### config.mk
export PLATFORM = sky130hd
export DESIGN_NAME = countdown60x60_flat
export DESIGN_NICKNAME = d
export VERILOG_FILES = /design/src/rtl/clock_pkg.sv /design/src/rtl/countdown60x60_if.sv /design/src/rtl/countdown60x60_down60.sv /design/src/rtl/countdown60x60.sv /design/src/flat_wrapper.sv
export SDC_FILE = /design/constraint.sdc
export NUM_CORES = 1
export LEC_CHECK = 0
export ABC_AREA = 0
export BUFFER_PORTS_ARGS = -buffer_cell sky130_fd_sc_hd__clkbuf_2
export CORE_AREA = 2 2 67 69
export DETAILED_ROUTE_END_ITERATION = 7
export DIE_AREA = 0 0 69 71
export SYNTH_ARGS = -nofsm -noshare
export SYNTH_HDL_FRONTEND = slang
export SYNTH_HIERARCHICAL = 1
export SYNTH_SLANG_ARGS = --single-unit
### constraint.sdc
create_clock -name CP -period 4.4 [get_ports CP]
set_input_delay 0.66 -clock CP [delete_from_list [all_inputs] [get_ports CP]]
set_output_delay 0.66 -clock CP [all_outputs]
set_load 0.05 [all_outputs]
### src/rtl/clock_pkg.sv
// Shared definitions for the digital-clock BCD counters: timer states, BCD digit
// limits and preset validity checks.
package clock_pkg;

    typedef enum logic [1:0] {
        IDLE    = 2'd0,
        RUN     = 2'd1,
        PAUSE   = 2'd2,
        EXPIRED = 2'd3
    } state_e;

    localparam logic [3:0] UNIT_MAX = 4'h9;
    localparam logic [3:0] TENS_MAX = 4'h5;

    // One mod-60 BCD field: tens digit 0..5, units digit 0..9.
    function automatic logic bcd60_ok(input logic [7:0] v);
        return (v[3:0] <= UNIT_MAX) && (v[7:4] <= TENS_MAX);
    endfunction

    function automatic logic preset_ok(input logic [15:0] p);
        return bcd60_ok(p[15:8]) && bcd60_ok(p[7:0]);
    endfunction

endpackage

### src/rtl/countdown60x60_if.sv
// Control/data bundle of the MM:SS countdown timer; the timer takes the slave
// side, whoever drives the commands takes the master side.
interface countdown60x60_if;

    logic        EN;
    logic        Load;
    logic [15:0] Preset;
    logic        Start;
    logic        Stop;
    logic [15:0] Cnt;
    logic        Busy;
    logic        Done;
    logic        Expired;
    logic        LoadErr;

    modport master (
        output EN, Load, Preset, Start, Stop,
        input  Cnt, Busy, Done, Expired, LoadErr
    );

    modport slave (
        input  EN, Load, Preset, Start, Stop,
        output Cnt, Busy, Done, Expired, LoadErr
    );

endinterface

### src/rtl/countdown60x60_down60.sv
// 8-bit BCD mod-60 down counter (59 -> 00, wraps to 59) with enable,
// synchronous load and a borrow-out raised when enabled at 00.
module down60
    import clock_pkg::*;
(
    input  logic       i_clk,
    input  logic       i_rst,
    input  logic       i_en,
    input  logic       i_load,
    input  logic [7:0] i_ld_val,
    output logic [7:0] o_q,
    output logic       o_borrow
);

    logic [7:0] r_q;

    always_ff @(posedge i_clk) begin
        if (i_rst) begin
            r_q <= 8'h00;
        end else if (i_load) begin
            r_q <= i_ld_val;
        end else if (i_en) begin
            if (r_q[3:0] == 4'h0) begin
                r_q[3:0] <= UNIT_MAX;
                r_q[7:4] <= (r_q[7:4] == 4'h0) ? TENS_MAX : r_q[7:4] - 4'h1;
            end else begin
                r_q[3:0] <= r_q[3:0] - 4'h1;
            end
        end
    end

    assign o_q      = r_q;
    assign o_borrow = i_en && (r_q == 8'h00);

endmodule

### src/rtl/countdown60x60.sv
// BCD MM:SS countdown timer with IDLE/RUN/PAUSE/EXPIRED control.
// Build option COUNTDOWN_AUTO_RELOAD_EN: reload the last preset on reaching 00:00.
module countdown60x60
    import clock_pkg::*;
(
    input  logic             CP,
    input  logic             CR,
    countdown60x60_if.slave  bus
);

    localparam logic [1:0] S_IDLE    = IDLE;
    localparam logic [1:0] S_RUN     = RUN;
    localparam logic [1:0] S_PAUSE   = PAUSE;
    localparam logic [1:0] S_EXPIRED = EXPIRED;

    logic [1:0]  r_state;
    logic [1:0]  w_next;
    logic        r_busy;
    logic        r_done;
    logic        r_expired;
    logic        r_loaderr;

    logic [7:0]  w_sec;
    logic [7:0]  w_min;
    logic [15:0] w_cnt;
    logic        w_sec_borrow;
    logic        w_unused_min_borrow;
    logic        w_preset_ok;
    logic        w_load_ok;
    logic        w_load_bad;
    logic        w_stop;
    logic        w_start;
    logic        w_dec;
    logic        w_last;
    logic        w_reload;
    logic        w_ld;
    logic [15:0] w_ld_val;

    assign w_cnt       = {w_min, w_sec};
    assign w_preset_ok = preset_ok(bus.Preset);
    assign w_load_ok   = bus.Load && w_preset_ok;
    assign w_load_bad  = bus.Load && !w_preset_ok;

    // Any Load, valid or not, consumes the edge: Stop, Start and EN are dropped.
    assign w_stop  = !bus.Load && bus.Stop && (r_state == S_RUN);
    assign w_start = !bus.Load && bus.Start && (w_cnt != 16'h0000) &&
                     ((r_state == S_IDLE) || (r_state == S_PAUSE));
    assign w_dec   = !bus.Load && !bus.Stop && bus.EN && (r_state == S_RUN);
    assign w_last  = w_dec && (w_cnt == 16'h0001);

`ifdef COUNTDOWN_AUTO_RELOAD_EN
    logic [15:0] r_preset;

    always_ff @(posedge CP) begin
        if (CR) begin
            r_preset <= 16'h0000;
        end else if (w_load_ok) begin
            r_preset <= bus.Preset;
        end
    end

    // An all-zero preset cannot be reloaded meaningfully, so it expires instead.
    assign w_reload = w_last && (r_preset != 16'h0000);
    assign w_ld_val = bus.Load ? bus.Preset : r_preset;
`else
    assign w_reload = 1'b0;
    assign w_ld_val = bus.Preset;
`endif

    assign w_ld = w_load_ok || w_reload;

    down60 u_sec (
        .i_clk    (CP),
        .i_rst    (CR),
        .i_en     (w_dec),
        .i_load   (w_ld),
        .i_ld_val (w_ld_val[7:0]),
        .o_q      (w_sec),
        .o_borrow (w_sec_borrow)
    );

    down60 u_min (
        .i_clk    (CP),
        .i_rst    (CR),
        .i_en     (w_sec_borrow),
        .i_load   (w_ld),
        .i_ld_val (w_ld_val[15:8]),
        .o_q      (w_min),
        .o_borrow (w_unused_min_borrow)
    );

    always_comb begin
        w_next = r_state;
        if (w_load_ok) begin
            w_next = S_IDLE;
        end else if (w_load_bad) begin
            w_next = r_state;
        end else if (w_stop) begin
            w_next = S_PAUSE;
        end else if (w_start) begin
            w_next = S_RUN;
        end else if (w_last) begin
            w_next = w_reload ? S_RUN : S_EXPIRED;
        end
    end

    // Flags are registered from the next state so they move with Cnt.
    always_ff @(posedge CP) begin
        if (CR) begin
            r_state   <= S_IDLE;
            r_busy    <= 1'b0;
            r_done    <= 1'b0;
            r_expired <= 1'b0;
            r_loaderr <= 1'b0;
        end else begin
            r_state   <= w_next;
            r_busy    <= (w_next == S_RUN);
            r_done    <= w_last;
            r_expired <= (w_next == S_EXPIRED);
            r_loaderr <= w_load_bad;
        end
    end

    assign bus.Cnt     = w_cnt;
    assign bus.Busy    = r_busy;
    assign bus.Done    = r_done;
    assign bus.Expired = r_expired;
    assign bus.LoadErr = r_loaderr;

endmodule

### src/flat_wrapper.sv
// flat-port wrapper written by rule: the top's interface ports become plain ports
module countdown60x60_flat import clock_pkg::*;
  (CP, CR, bus_EN, bus_Load, bus_Preset, bus_Start, bus_Stop, bus_Cnt, bus_Busy, bus_Done, bus_Expired, bus_LoadErr);
  countdown60x60_if bus_i ();
  input  logic CP;
  input  logic CR;
  input wire logic [$bits(bus_i.EN)-1:0] bus_EN;
  input wire logic [$bits(bus_i.Load)-1:0] bus_Load;
  input wire logic [$bits(bus_i.Preset)-1:0] bus_Preset;
  input wire logic [$bits(bus_i.Start)-1:0] bus_Start;
  input wire logic [$bits(bus_i.Stop)-1:0] bus_Stop;
  output wire logic [$bits(bus_i.Cnt)-1:0] bus_Cnt;
  output wire logic [$bits(bus_i.Busy)-1:0] bus_Busy;
  output wire logic [$bits(bus_i.Done)-1:0] bus_Done;
  output wire logic [$bits(bus_i.Expired)-1:0] bus_Expired;
  output wire logic [$bits(bus_i.LoadErr)-1:0] bus_LoadErr;
  assign bus_i.EN = bus_EN;
  assign bus_i.Load = bus_Load;
  assign bus_i.Preset = bus_Preset;
  assign bus_i.Start = bus_Start;
  assign bus_i.Stop = bus_Stop;
  assign bus_Cnt = bus_i.Cnt;
  assign bus_Busy = bus_i.Busy;
  assign bus_Done = bus_i.Done;
  assign bus_Expired = bus_i.Expired;
  assign bus_LoadErr = bus_i.LoadErr;
  countdown60x60 u_core (.CP(CP), .CR(CR), .bus(bus_i));
endmodule
# Word level (Yosys, flattened, before mapping)
# Cells that the tools add are included.
word_totals:
  regBits: 22
  latchBits: 0
  ramBits: 0
  rom_bits: 0
  input_bits: 22
  output_inout_bits: 20
  elab_cells: 69
  mem_count: 0
classes:
  add_sub_neg: 4
  mul: 0
  div_mod_pow: 0
  n_lt_le_gt_ge: 4
  eq_ne: 5
  n_shift: 0
  n_mux: 15
  bitwise_logic: 0
  n_reduce_logical: 32
ops:
  columns: ["cell", "count"]
  rows:
  - ["8-bit two-way mux", 4]
  - ["4-bit two-way mux", 6]
  - ["16-bit by 1-bit equality test with 1-bit output, second input constant", 1]
  - ["4-bit logical NOT", 4]
  - ["16-bit nonzero test", 1]
  - ["4-bit by 1-bit subtractor with 4-bit output, second input constant", 4]
  - ["1-bit logical AND", 15]
  - ["2-bit two-way mux", 5]
  - ["4-bit by 3-bit <= comparator with 1-bit output, second input constant", 2]
  - ["4-bit <= comparator, second input constant", 2]
  - ["8-bit logical NOT", 1]
  - ["2-bit nonzero test", 4]
  - ["2-bit by 1-bit equality test with 1-bit output, second input constant", 2]
  - ["2-bit equality test, second input constant", 2]
  - ["2-bit AND reduction", 2]
  - ["1-bit logical NOT", 3]
  - ["2-bit logical NOT", 1]
  - ["1-bit logical OR", 1]

# Depth between registers and ports, before layout
# Gate-level depths: netlist (run 1).
depth:
  word_depth: 11
  mapped_depth: 10
  ltp_nobuf: 8

# By module
# Netlist (run 1), hierarchy kept.
modules_own_cells:
  columns: ["mod", "instances", "cells_per_inst", "area_per_inst_um2"]
  rows:
  - ["down60", 2, 52, 431.7]
  - ["countdown60x60", 1, 41, 342.8]

# Worst setup path after synthesis (run 1)
# No wires, ideal clock.
synth_timing:
  kind: "input to register"
  start: "in bus_Load"
  end: "reg u_core.u_min.r_q[7], in the netlist u_core/u_min/o_q[7]"
  setup_ns: 0.116
  t_arrival_ns: 3.304
  setup_slack_ns: 0.980
  cell_stages: 10
  n_path_buf: 2
  cell_sequence: "nor2_1 nand3_1 inv_1 or4b_1 buf_2 nor4b_1 or4b_1 buf_2 or4_4 a31o_2"
synth_via:
  elab_chain_len: 7
synth_lines:
  columns: ["element", "line_no", "source"]
  rows:
  - ["start: declaration", "flat_wrapper.sv:8", "input wire logic [$bits(bus_i.Load)-1:0] bus_Load;"]
  - ["1-bit logical NOT", "countdown60x60.sv:48", "assign w_dec = !bus.Load && !bus.Stop && bus.EN && (r_state == S_RUN);"]
  - ["1-bit logical AND (3 in a row)", "countdown60x60.sv:48", null]
  - ["net u_core.w_dec", "countdown60x60.sv:33", "logic w_dec;"]
  - ["1-bit logical AND", "countdown60x60_down60.sv:33", "assign o_borrow = i_en && (r_q == 8'h00);"]
  - ["net u_core.w_sec_borrow", "countdown60x60.sv:26", "logic w_sec_borrow;"]
  - ["2-bit nonzero test (no source line)", null, null]
  - ["2-bit AND reduction (no source line)", null, null]
  - ["end signal: assignment", "countdown60x60_down60.sv:21", "r_q <= i_ld_val;"]
  - ["end signal: assignment", "countdown60x60_down60.sv:25", "r_q[7:4] <= (r_q[7:4] == 4'h0) ? TENS_MAX : r_q[7:4] - 4'h1;"]
  - ["end: declaration", "countdown60x60_down60.sv:15", "logic [7:0] r_q;"]
# The timed path passes the listed nets, and every way through them passes these cells.
# A chain may end at the register's enable or synchronous reset.

# Worst setup path in the final report (run 1)
# Ends and elaborated chain as after synthesis.

==> impl_metrics.xml, run 1 <==
<?xml version="1.0" encoding="UTF-8"?>
<metrics>
  <group name="global_route">
    <metric name="first_global_vias" unit="">1035</metric>
    <metric name="grt_start_max_net_pins" unit="">24</metric>
    <metric name="first_pass_grt_wire_length" unit="mm">4.79</metric>
    <metric name="global_route_total_overflow" unit="">0</metric>
    <metric name="antenna_violations_before_repair" unit="">0</metric>
    <metric name="gr-usage-all-layers" unit="">0.120</metric>
  </group>
  <group name="clock_network">
    <metric name="clock_path_buffers" unit="">2</metric>
    <metric name="clock_pin_slew_worst_setup_and_hold_paths" unit="ps">80</metric>
    <metric name="cts_root_buffer" unit="">clkbuf_8</metric>
    <metric name="h-tree-depth" unit="">1</metric>
    <metric name="cts_tree" unit="">built</metric>
    <metric name="clock_sinks" unit="">22</metric>
    <metric name="number_of_buffers_added_for_setup_after_cts" unit="">0</metric>
    <metric name="cts_inserted_buffers" unit="">3</metric>
    <metric name="clk_latency" unit="ps">260</metric>
    <metric name="cts_resized" unit="">0</metric>
    <metric name="ctsHoldBuffers" unit="">0</metric>
  </group>
  <group name="floorplanning">
    <metric name="coreArea" unit="um2">4200</metric>
    <metric name="floorplan.die.width" unit="um">69</metric>
    <metric name="die_h" unit="um">71</metric>
    <metric name="dieArea" unit="um2">4900</metric>
    <metric name="ios" unit="">42</metric>
    <metric name="rows" unit="">24</metric>
    <metric name="initial_core_util" unit="">0.284</metric>
  </group>
  <group name="yosys">
    <metric name="mappedNetlistArea" unit="um2">1190</metric>
    <metric name="synth_fp_nets" unit="">165</metric>
    <metric name="synth_warnings" unit="">6</metric>
    <metric name="syn_avg_cell_area" unit="um2">8.35</metric>
    <metric name="synthCells" unit="">143</metric>
  </group>
  <group name="worst_setup_path">
    <metric name="max_stage_delay" unit="ps">620</metric>
    <metric name="timing.setup.critical_path_class" unit="">in -&gt; reg</metric>
    <metric name="crit_start_category" unit="">input pin</metric>
    <metric name="crit_path_end_kind" unit="">flip-flop</metric>
    <metric name="worst-path-max-fanout" unit="">8</metric>
    <metric name="timing.critical_path.cells" unit="">clkbuf_2, nor2_1, nand3_1, inv_1, or4b_1, nor4b_1, or4b_1, or4_4, a31o_2</metric>
    <metric name="worst_path_slowest_cell" unit="">or4b_1</metric>
    <metric name="path_common_cell" unit="">or4b_1</metric>
    <metric name="worstPathRequired" unit="ps">4560</metric>
    <metric name="cp_data_arrival_time" unit="ps">3760</metric>
  </group>
  <group name="sta">
    <metric name="timing.final.crit_period" unit="ps">3600</metric>
    <metric name="clock-skew-final" unit="ps">3.41</metric>
    <metric name="clock.fmax" unit="MHz">278</metric>
    <metric name="timing.slew.headroom" unit="">0.511</metric>
    <metric name="tightest_slew" unit="ps">731</metric>
    <metric name="final_max_slew_viol_count" unit="">0</metric>
    <metric name="setup_violations" unit="">0</metric>
    <metric name="timing.final.hold_violations" unit="">0</metric>
    <metric name="layout_worst_path_cycle_share" unit="">0.818</metric>
    <metric name="setup_repair_after_global_routing_missed_its_margin" unit="">no</metric>
    <metric name="final.setup.worst_slack" unit="ps">800</metric>
    <metric name="setup_tns" unit="ps">0</metric>
  </group>
  <group name="run">
    <metric name="max_cap_viol_count" unit="">0</metric>
  </group>
  <group name="layout">
    <metric name="drive_gt1_frac" unit="">0.343</metric>
    <metric name="fillerInstances" unit="">467</metric>
    <metric name="layout-area-overhead-vs-synth" unit="%">25.2</metric>
    <metric name="most_frequent_standard_cell_in_the_layout_excluding_fill_and_tap_cells" unit="">clkbuf_2</metric>
    <metric name="layout.nets" unit="">204</metric>
    <metric name="antenna-diode-count" unit="">0</metric>
    <metric name="most-common-layout-cells" unit="">41 x clkbuf_2, 22 x dfxtp_1, 17 x nor2_1, 10 x inv_1</metric>
    <metric name="final_cell_area" unit="um2">1490</metric>
  </group>
  <group name="place">
    <metric name="port_buffers" unit="">41</metric>
    <metric name="preCtsSetupSlack" unit="ps">548</metric>
    <metric name="instance_area_after_placement" unit="um2">1440</metric>
    <metric name="post-dp-hpwl" unit="mm">2.28</metric>
    <metric name="place.gp.congestion" unit="">0.781</metric>
  </group>
  <group name="route">
    <metric name="drt_iter0_markers" unit="">67</metric>
    <metric name="drcViolationCount" unit="">0</metric>
    <metric name="detail_route.wirelength" unit="mm">2.95</metric>
    <metric name="route.antenna.remaining_nets" unit="">0</metric>
    <metric name="via_per_inst" unit="">5.01</metric>
    <metric name="routedWlPerCell" unit="um">12.6</metric>
    <metric name="vias" unit="">1168</metric>
    <metric name="drtPass1Iterations" unit="">4</metric>
  </group>
  <group name="worst_hold_path">
    <metric name="hold_class" unit="">reg -&gt; reg</metric>
  </group>
  <group name="pwr">
    <metric name="power.leakage" unit="nW">0.631</metric>
    <metric name="power_density" unit="nW/um2">278</metric>
    <metric name="max-vdd-ir-drop" unit="V">0.000130</metric>
    <metric name="report.power.total" unit="W">0.000416</metric>
  </group>
  <group name="outcome">
    <metric name="status" unit="">finished clean</metric>
  </group>
</metrics>
layer usage:
metal / wire length, um / track usage
met5: 0 / 0
met2: 1340 / 0.192
met1: 1380 / 0.155
met4: 19 / 0.0327
met3: 203 / 0.0413
area by class of cell:
| type | count | area, um2 | area share |
|---|---|---|---|
| multi-input combinational | 103 | 683 | 0.457 |
| sequential | 22 | 440 | 0.295 |
| timing repair buffer | 42 | 213 | 0.142 |
| tap | 52 | 65.1 | 0.0436 |
| clock buffer | 4 | 55.1 | 0.0369 |
| inverter | 10 | 37.5 | 0.0251 |
sequential cells by signal, summed over array words and instances (netlist names):
name,count
u_core/bus.Done,1
u_core/bus.Busy,1
u_core/bus.LoadErr,1
u_core/bus.Expired,1
u_core/u_min/o_q,8
u_core/u_sec/o_q,8
u_core/r_state,2
worst paths after layout:
check	startpoint	to	slack, ps	depth (start not counted)
setup / recovery	bus_Load	u_core/u_min/o_q[7]$_SDFFE_PP0P_	800	9
hold / removal	u_core/r_state[0]$_SDFF_PP0_	u_core/bus.Expired$_SDFF_PP0_	530	2
hold reg to reg	u_core/r_state[0]$_SDFF_PP0_	u_core/bus.Expired$_SDFF_PP0_	530	2
setup reg to reg	u_core/r_state[1]$_SDFF_PP0_	u_core/u_min/o_q[7]$_SDFFE_PP0P_	820	8
critical path, delay by kind of cell:
family                 cells  cell delay (ps)
buffers and inverters      2              250
AOI/OAI and AO/OA          1              240
and+or+nand+nor            6             2610
power breakdown:
part | leakage (nW) | internal [W] | switching [W]
sequential | 0.178 | 0.000204 | 0.00000688
combinational | 0.424 | 0.0000219 | 0.0000398
clock | 0.0288 | 0.0000797 | 0.0000638
total | 0.631 | 0.000306 | 0.000110
stage by stage:
step | utilization | cells | hold WS [ps]
finish | 0.355 | 233 | 533
CTS | 0.355 | 233 | 532
floorplan | - | 143 | 477
detailed placement | 0.342 | 229 | 517
global placement | 0.342 | 229 | 506
global route | 0.355 | 233 | 554
(Power assumes the default switching activity.)
==> run 2, diff against run 1 <==
==> constraint.sdc (replaced) <==
create_clock -name CP -period 3 [get_ports CP]
set_input_delay 0.45 -clock CP [delete_from_list [all_inputs] [get_ports CP]]
set_output_delay 0.45 -clock CP [all_outputs]
set_load 0.05 [all_outputs]
==> run 2 against run 1 <==
Compared with the run above: clock skew increased by 4.3 ps; clock power increased by 93%; combinational power increased by 54%; utilization increased by 2.3 points; sequential power increased by 47%; flip-flop and latch count unchanged; largest power group unchanged.
==> impl_metrics.xml, run 2 (synthesis gave the netlist of run 1 again) <==
<?xml version="1.0" encoding="UTF-8"?>
<metrics>
  <group name="floorplanning">
    <metric name="dieArea" unit="um2">4900</metric>
    <metric name="rows" unit="">24</metric>
    <metric name="floorplan.die.width" unit="um">69</metric>
    <metric name="ios" unit="">42</metric>
    <metric name="coreArea" unit="um2">4200</metric>
    <metric name="initial_core_util" unit="">0.284</metric>
    <metric name="die_h" unit="um">71</metric>
  </group>
  <group name="worst_setup_path">
    <metric name="cp_data_arrival_time" unit="ps">2970</metric>
    <metric name="rr_endpoint" unit="">u_core/u_min/o_q[7]$_SDFFE_PP0P_</metric>
    <metric name="crit_path_end_kind" unit="">flip-flop</metric>
    <metric name="worst-path-max-fanout" unit="">4</metric>
    <metric name="worst-path-stages" unit="">8</metric>
    <metric name="worst-r2r-cell-count" unit="">8</metric>
    <metric name="max_stage_delay" unit="ps">500</metric>
    <metric name="timing.setup.critical_path_class" unit="">reg -&gt; reg</metric>
    <metric name="crit-reg2reg-launch" unit="">u_core/r_state[1]$_SDFF_PP0_</metric>
    <metric name="worst_path_slowest_cell" unit="">or4_4</metric>
    <metric name="critPathTopFamily" unit="">simple AND/OR/NAND/NOR gates</metric>
    <metric name="crit_start_category" unit="">flip-flop</metric>
    <metric name="timing.critical_path.cells" unit="">and2b_1, nand3_1, inv_2, or4b_4, nor4b_4, or4b_1, or4_4, a31o_2</metric>
    <metric name="critical_path.n_buffers_inverters" unit="">1</metric>
    <metric name="setup.reg_to_reg.worst_slack" unit="ps">180</metric>
    <metric name="worstPathRequired" unit="ps">3160</metric>
  </group>
  <group name="route">
    <metric name="route.antenna.remaining_nets" unit="">0</metric>
    <metric name="drcViolationCount" unit="">0</metric>
    <metric name="vias" unit="">1203</metric>
    <metric name="drtPass1Iterations" unit="">4</metric>
    <metric name="dr.max_layer_used" unit="">met4</metric>
    <metric name="via_per_inst" unit="">4.99</metric>
    <metric name="drt_iter0_markers" unit="">50</metric>
    <metric name="routedWlPerCell" unit="um">12.5</metric>
    <metric name="dr_wl_met2" unit="mm">1.41</metric>
    <metric name="routed-wl-met3" unit="um">146</metric>
    <metric name="detail_route.wirelength" unit="mm">3.02</metric>
    <metric name="routedLengthMet1" unit="mm">1.45</metric>
  </group>
  <group name="place">
    <metric name="post-dp-hpwl" unit="mm">2.33</metric>
    <metric name="dpl.cell_count" unit="">237</metric>
    <metric name="port_buffers" unit="">41</metric>
    <metric name="place.gp.congestion" unit="">0.766</metric>
    <metric name="preCtsSetupSlack" unit="ps">49.2</metric>
  </group>
  <group name="pwr">
    <metric name="power.share.sequential" unit="">0.453</metric>
    <metric name="power_density" unit="nW/um2">430</metric>
    <metric name="netSwitchingFraction" unit="">0.250</metric>
    <metric name="max-vdd-ir-drop" unit="V">0.000153</metric>
    <metric name="pwr-share-comb" unit="">0.139</metric>
    <metric name="report.power.total" unit="W">0.000683</metric>
    <metric name="power.share.clock" unit="">0.408</metric>
    <metric name="net_switching_power" unit="W">0.000170</metric>
    <metric name="power.leakage" unit="nW">0.687</metric>
    <metric name="p_int" unit="W">0.000512</metric>
  </group>
  <group name="sta">
    <metric name="final_max_slew_viol_count" unit="">0</metric>
    <metric name="tightest_slew" unit="ps">472</metric>
    <metric name="setup_violations" unit="">0</metric>
    <metric name="layout_worst_path_cycle_share" unit="">0.939</metric>
    <metric name="setup_repair_after_global_routing_missed_its_margin" unit="">no</metric>
    <metric name="timing.final.hold_violations" unit="">0</metric>
    <metric name="clock-skew-final" unit="ps">7.75</metric>
    <metric name="final.setup.worst_slack" unit="ps">183</metric>
    <metric name="timing.final.crit_period" unit="ps">2820</metric>
    <metric name="timing.slew.headroom" unit="">0.682</metric>
    <metric name="clock.fmax" unit="MHz">355</metric>
    <metric name="setup_tns" unit="ps">0</metric>
  </group>
  <group name="layout">
    <metric name="layout-area-overhead-vs-synth" unit="%">33.1</metric>
    <metric name="most_frequent_standard_cell_in_the_layout_excluding_fill_and_tap_cells" unit="">clkbuf_2</metric>
    <metric name="layout.nets" unit="">212</metric>
    <metric name="multi_input_area" unit="um2">702</metric>
    <metric name="drive_gt1_frac" unit="">0.386</metric>
    <metric name="antenna-diode-count" unit="">0</metric>
    <metric name="most-common-layout-cells" unit="">41 x clkbuf_2, 22 x dfxtp_1, 17 x nor2_1, 9 x inv_1, 9 x buf_4</metric>
    <metric name="fillerInstances" unit="">465</metric>
    <metric name="seqCellArea" unit="um2">440</metric>
    <metric name="instances_no_fill" unit="">241</metric>
  </group>
  <group name="clock_network">
    <metric name="clk_latency" unit="ps">260</metric>
    <metric name="cts_tree" unit="">built</metric>
    <metric name="number_of_buffers_added_for_setup_after_cts" unit="">0</metric>
    <metric name="clock_sinks" unit="">22</metric>
    <metric name="h-tree-depth" unit="">1</metric>
    <metric name="clock_path_buffers" unit="">2</metric>
    <metric name="ctsHoldBuffers" unit="">0</metric>
    <metric name="cts_inserted_buffers" unit="">3</metric>
    <metric name="cts_root_buffer" unit="">clkbuf_8</metric>
    <metric name="clock_pin_slew_worst_setup_and_hold_paths" unit="ps">90</metric>
  </group>
  <group name="global_route">
    <metric name="antenna_violations_before_repair" unit="">0</metric>
    <metric name="gr-usage-all-layers" unit="">0.123</metric>
    <metric name="first_global_vias" unit="">1081</metric>
    <metric name="global_route_total_overflow" unit="">0</metric>
    <metric name="grt_start_max_net_pins" unit="">24</metric>
    <metric name="first_pass_grt_wire_length" unit="mm">5.02</metric>
  </group>
  <group name="worst_hold_path">
    <metric name="min_path_cells" unit="">3</metric>
    <metric name="timing.hold.worst.start" unit="">bus_Preset[8]</metric>
    <metric name="hold_class" unit="">in -&gt; reg</metric>
    <metric name="hold_end" unit="">u_core/u_min/o_q[0]$_SDFFE_PP0P_</metric>
  </group>
  <group name="run">
    <metric name="max_cap_viol_count" unit="">0</metric>
  </group>
  <group name="outcome">
    <metric name="status" unit="">finished clean</metric>
  </group>
</metrics>
run 2: repair_timing:
item,CTS,global route
endpoints found under the setup margin,0,2
gates resized for setup,0,1
hold endpoints to repair,0,0
run 2: area by class of cell:
type | instances | share of cell area
multi-input cells | 103 | 0.442
well taps | 52 | 0.0409
inverters | 10 | 0.0236
repair buffers | 50 | 0.172
flip-flops and latches | 22 | 0.277
clock buffers | 3 | 0.0260
clock inverters | 1 | 0.0189
run 2: stage by stage:
| stage | utilization | hold WS, ps | instance area (um2) |
|---|---|---|---|
| after detailed placement | 0.360 | 532 | 1510 |
| after global placement | 0.360 | 519 | 1510 |
| after CTS | 0.377 | 404 | 1590 |
| final | 0.378 | 408 | 1590 |
| after floorplan | - | 477 | 1210 |
| after global routing | 0.378 | 410 | 1590 |
run 2: worst register-to-register path, stage by stage (launching register included):
cell and delay (ps):
dfxtp_1 330, and2b_1 240, nand3_1 130, inv_2 70, or4b_4 470, nor4b_4 240, or4b_1 480, or4_4 500
a31o_2 240
run 2: layer usage:
metal,vias up,GRT usage
met4,0,0.0261
met5,-,0
li1,627,-
met2,27,0.205
met3,2,0.0285
met1,547,0.162
run 2: power by group through the flow:
stage	clock, W	sequential, W	combinational [W]
after floorplan	0	0.000335	0.0000396
after CTS	0.000288	0.000310	0.0000951
after detailed placement	0	0.000316	0.0000948
after global placement	0	0.000317	0.0000948
final	0.000278	0.000310	0.0000948
after global routing	0.000297	0.000311	0.000104
run 2: worst max path at each step:
stage                                                   to                         start
final                     u_core/u_min/o_q[7]$_SDFFE_PP0P_  u_core/r_state[1]$_SDFF_PP0_
after global routing      u_core/u_min/o_q[6]$_SDFFE_PP0P_  u_core/r_state[1]$_SDFF_PP0_
after CTS                 u_core/u_min/o_q[7]$_SDFFE_PP0P_  u_core/r_state[1]$_SDFF_PP0_
after detailed placement  u_core/u_min/o_q[6]$_SDFFE_PP0P_                      bus_Load
after global placement    u_core/u_min/o_q[7]$_SDFFE_PP0P_                      bus_Load
after floorplan           u_core/u_min/o_q[7]$_SDFFE_PP0P_  u_core/r_state[1]$_SDFF_PP0_
==> run 3, diff against run 2 <==
==> constraint.sdc (replaced) <==
create_clock -name CP -period 3.5 [get_ports CP]
set_input_delay 0.525 -clock CP [delete_from_list [all_inputs] [get_ports CP]]
set_output_delay 0.525 -clock CP [all_outputs]
set_load 0.05 [all_outputs]
==> run 3 against run 2 <==
Compared with the run above: via count grew 0.91%; routed wire length is 0.89% higher; power decreased by 23%; non-clock buffer count shrank 5; cell count fell by 2.1%.
==> impl_metrics.xml, run 3 (synthesis gave the netlist of run 1 again) <==
<?xml version="1.0" encoding="UTF-8"?>
<metrics>
  <group name="layout">
    <metric name="layout-area-overhead-vs-synth" unit="%">27.0</metric>
    <metric name="drive_gt1_frac" unit="">0.353</metric>
    <metric name="most_frequent_standard_cell_in_the_layout_excluding_fill_and_tap_cells" unit="">clkbuf_2</metric>
    <metric name="most-common-layout-cells" unit="">41 x clkbuf_2, 22 x dfxtp_1, 17 x nor2_1, 10 x inv_1</metric>
    <metric name="layout.nets" unit="">207</metric>
    <metric name="antenna-diode-count" unit="">0</metric>
  </group>
  <group name="sta">
    <metric name="clock-skew-final" unit="ps">4.89</metric>
    <metric name="layout_worst_path_cycle_share" unit="">0.902</metric>
    <metric name="setup_tns" unit="ps">0</metric>
    <metric name="timing.slew.headroom" unit="">0.687</metric>
    <metric name="final.setup.worst_slack" unit="ps">342</metric>
    <metric name="final_max_slew_viol_count" unit="">0</metric>
    <metric name="timing.final.crit_period" unit="ps">3160</metric>
    <metric name="timing.final.hold_violations" unit="">0</metric>
    <metric name="setup_repair_after_global_routing_missed_its_margin" unit="">no</metric>
    <metric name="tightest_slew" unit="ps">465</metric>
    <metric name="setup_violations" unit="">0</metric>
    <metric name="clock.fmax" unit="MHz">317</metric>
  </group>
  <group name="place">
    <metric name="preCtsSetupSlack" unit="ps">182</metric>
    <metric name="post-dp-hpwl" unit="mm">2.30</metric>
    <metric name="port_buffers" unit="">41</metric>
    <metric name="place.gp.congestion" unit="">0.730</metric>
  </group>
  <group name="clock_network">
    <metric name="clock_path_buffers" unit="">2</metric>
    <metric name="h-tree-depth" unit="">1</metric>
    <metric name="clk_latency" unit="ps">260</metric>
    <metric name="cts_resized" unit="">0</metric>
    <metric name="cts_root_buffer" unit="">clkbuf_8</metric>
    <metric name="ctsHoldBuffers" unit="">0</metric>
    <metric name="clock_pin_slew_worst_setup_and_hold_paths" unit="ps">80</metric>
    <metric name="number_of_buffers_added_for_setup_after_cts" unit="">0</metric>
    <metric name="cts_inserted_buffers" unit="">3</metric>
    <metric name="clock_sinks" unit="">22</metric>
    <metric name="cts_tree" unit="">built</metric>
  </group>
  <group name="worst_setup_path">
    <metric name="cp_data_arrival_time" unit="ps">3320</metric>
    <metric name="path_common_cell" unit="">or4b_1</metric>
    <metric name="critical_path.n_buffers_inverters" unit="">2</metric>
    <metric name="worstPathRequired" unit="ps">3660</metric>
    <metric name="max_stage_delay" unit="ps">500</metric>
    <metric name="timing.critical_path.cells" unit="">and2b_1, nand3_1, inv_1, or4b_1, nor4b_1, buf_4, or4b_1, or4_4, a311oi_1</metric>
    <metric name="timing.setup.critical_path_class" unit="">reg -&gt; reg</metric>
    <metric name="crit-reg2reg-launch" unit="">u_core/r_state[1]$_SDFF_PP0_</metric>
    <metric name="crit_path_end_kind" unit="">flip-flop</metric>
    <metric name="worst-path-max-fanout" unit="">4</metric>
    <metric name="timing.critical_path.from" unit="">u_core/r_state[1]$_SDFF_PP0_</metric>
    <metric name="worst_path_slowest_cell" unit="">or4_4</metric>
    <metric name="crit_start_category" unit="">flip-flop</metric>
    <metric name="critPathTopFamily" unit="">simple AND/OR/NAND/NOR gates</metric>
  </group>
  <group name="global_route">
    <metric name="grt_start_max_net_pins" unit="">24</metric>
    <metric name="global_route_total_overflow" unit="">0</metric>
    <metric name="gr-usage-all-layers" unit="">0.123</metric>
    <metric name="antenna_violations_before_repair" unit="">0</metric>
    <metric name="first_global_vias" unit="">1123</metric>
    <metric name="first_pass_grt_wire_length" unit="mm">5.09</metric>
  </group>
  <group name="route">
    <metric name="route.antenna.remaining_nets" unit="">0</metric>
    <metric name="detail_route.wirelength" unit="mm">3.05</metric>
    <metric name="via_per_inst" unit="">5.14</metric>
    <metric name="vias" unit="">1214</metric>
    <metric name="routedWlPerCell" unit="um">12.9</metric>
    <metric name="drcViolationCount" unit="">0</metric>
    <metric name="drt_iter0_markers" unit="">63</metric>
    <metric name="drtPass1Iterations" unit="">4</metric>
  </group>
  <group name="floorplanning">
    <metric name="dieArea" unit="um2">4900</metric>
    <metric name="coreArea" unit="um2">4200</metric>
    <metric name="ios" unit="">42</metric>
    <metric name="initial_core_util" unit="">0.284</metric>
    <metric name="die_h" unit="um">71</metric>
    <metric name="rows" unit="">24</metric>
    <metric name="floorplan.die.width" unit="um">69</metric>
  </group>
  <group name="worst_hold_path">
    <metric name="timing.hold.worst.start" unit="">bus_Preset[8]</metric>
    <metric name="hold_class" unit="">in -&gt; reg</metric>
  </group>
  <group name="outcome">
    <metric name="status" unit="">finished clean</metric>
  </group>
  <group name="run">
    <metric name="max_cap_viol_count" unit="">0</metric>
  </group>
  <group name="pwr">
    <metric name="max-vdd-ir-drop" unit="V">0.000139</metric>
    <metric name="power_density" unit="nW/um2">346</metric>
    <metric name="power.leakage" unit="nW">0.644</metric>
  </group>
</metrics>
## run 3: cell types whose count changed in the layout (fill, tap and decap cells not counted), sizes merged
cell    previous run  this run
clkbuf            44        45
buf                9         4
bufinv             1         0
## run 3: final timing paths
check | depth (start not counted) | slack, ps | end
setup / recovery | 9 | 340 | u_core/u_min/o_q[6]$_SDFFE_PP0P_
hold / removal | 3 | 480 | u_core/u_min/o_q[0]$_SDFFE_PP0P_
setup reg to reg | 9 | 340 | u_core/u_min/o_q[6]$_SDFFE_PP0P_
hold reg to reg | 2 | 550 | u_core/bus.Expired$_SDFF_PP0_
## run 3: through the flow
stage / total power, W / std cells / utilization / instance area (um2) / hold slack (ps)
after global placement: 0.000350 / 232 / 0.348 / 1460 / 512
after CTS: 0.000534 / 236 / 0.361 / 1520 / 479
after detailed placement: 0.000350 / 232 / 0.348 / 1460 / 529
after floorplan: 0.000320 / 143 / - / 1190 / 477
after global routing: 0.000550 / 236 / 0.361 / 1520 / 491
final: 0.000525 / 236 / 0.361 / 1520 / 485
## run 3: layout make-up
type / count / area (um2)
Clock buffer: 4 / 55.1
Timing Repair Buffer: 45 / 235
Fill cell: 461 / 2690
Sequential cell: 22 / 440
Multi-Input combinational cell: 103 / 683
Inverter: 10 / 37.5
Tap cell: 52 / 65.1
## run 3: report_power, final
group          total [W]  switching (W)  internal, W
registers       0.000265     0.00000859     0.000256
clock network   0.000181      0.0000810     0.000100
logic          0.0000791      0.0000513    0.0000278
total           0.000525       0.000141     0.000384
## run 3: worst min-delay path, cell delays in order
cell	delay (ps)
clkbuf_2	80
nand2_1	50
a21oi_1	50
## run 3: metal layers
metal / GRT usage / vias up / routed length, um
met5: 0 / - / 0
met3: 0.0285 / 4 / 178
met1: 0.162 / 559 / 1450
met4: 0.0370 / 0 / 40
li1: - / 614 / -
met2: 0.202 / 37 / 1380
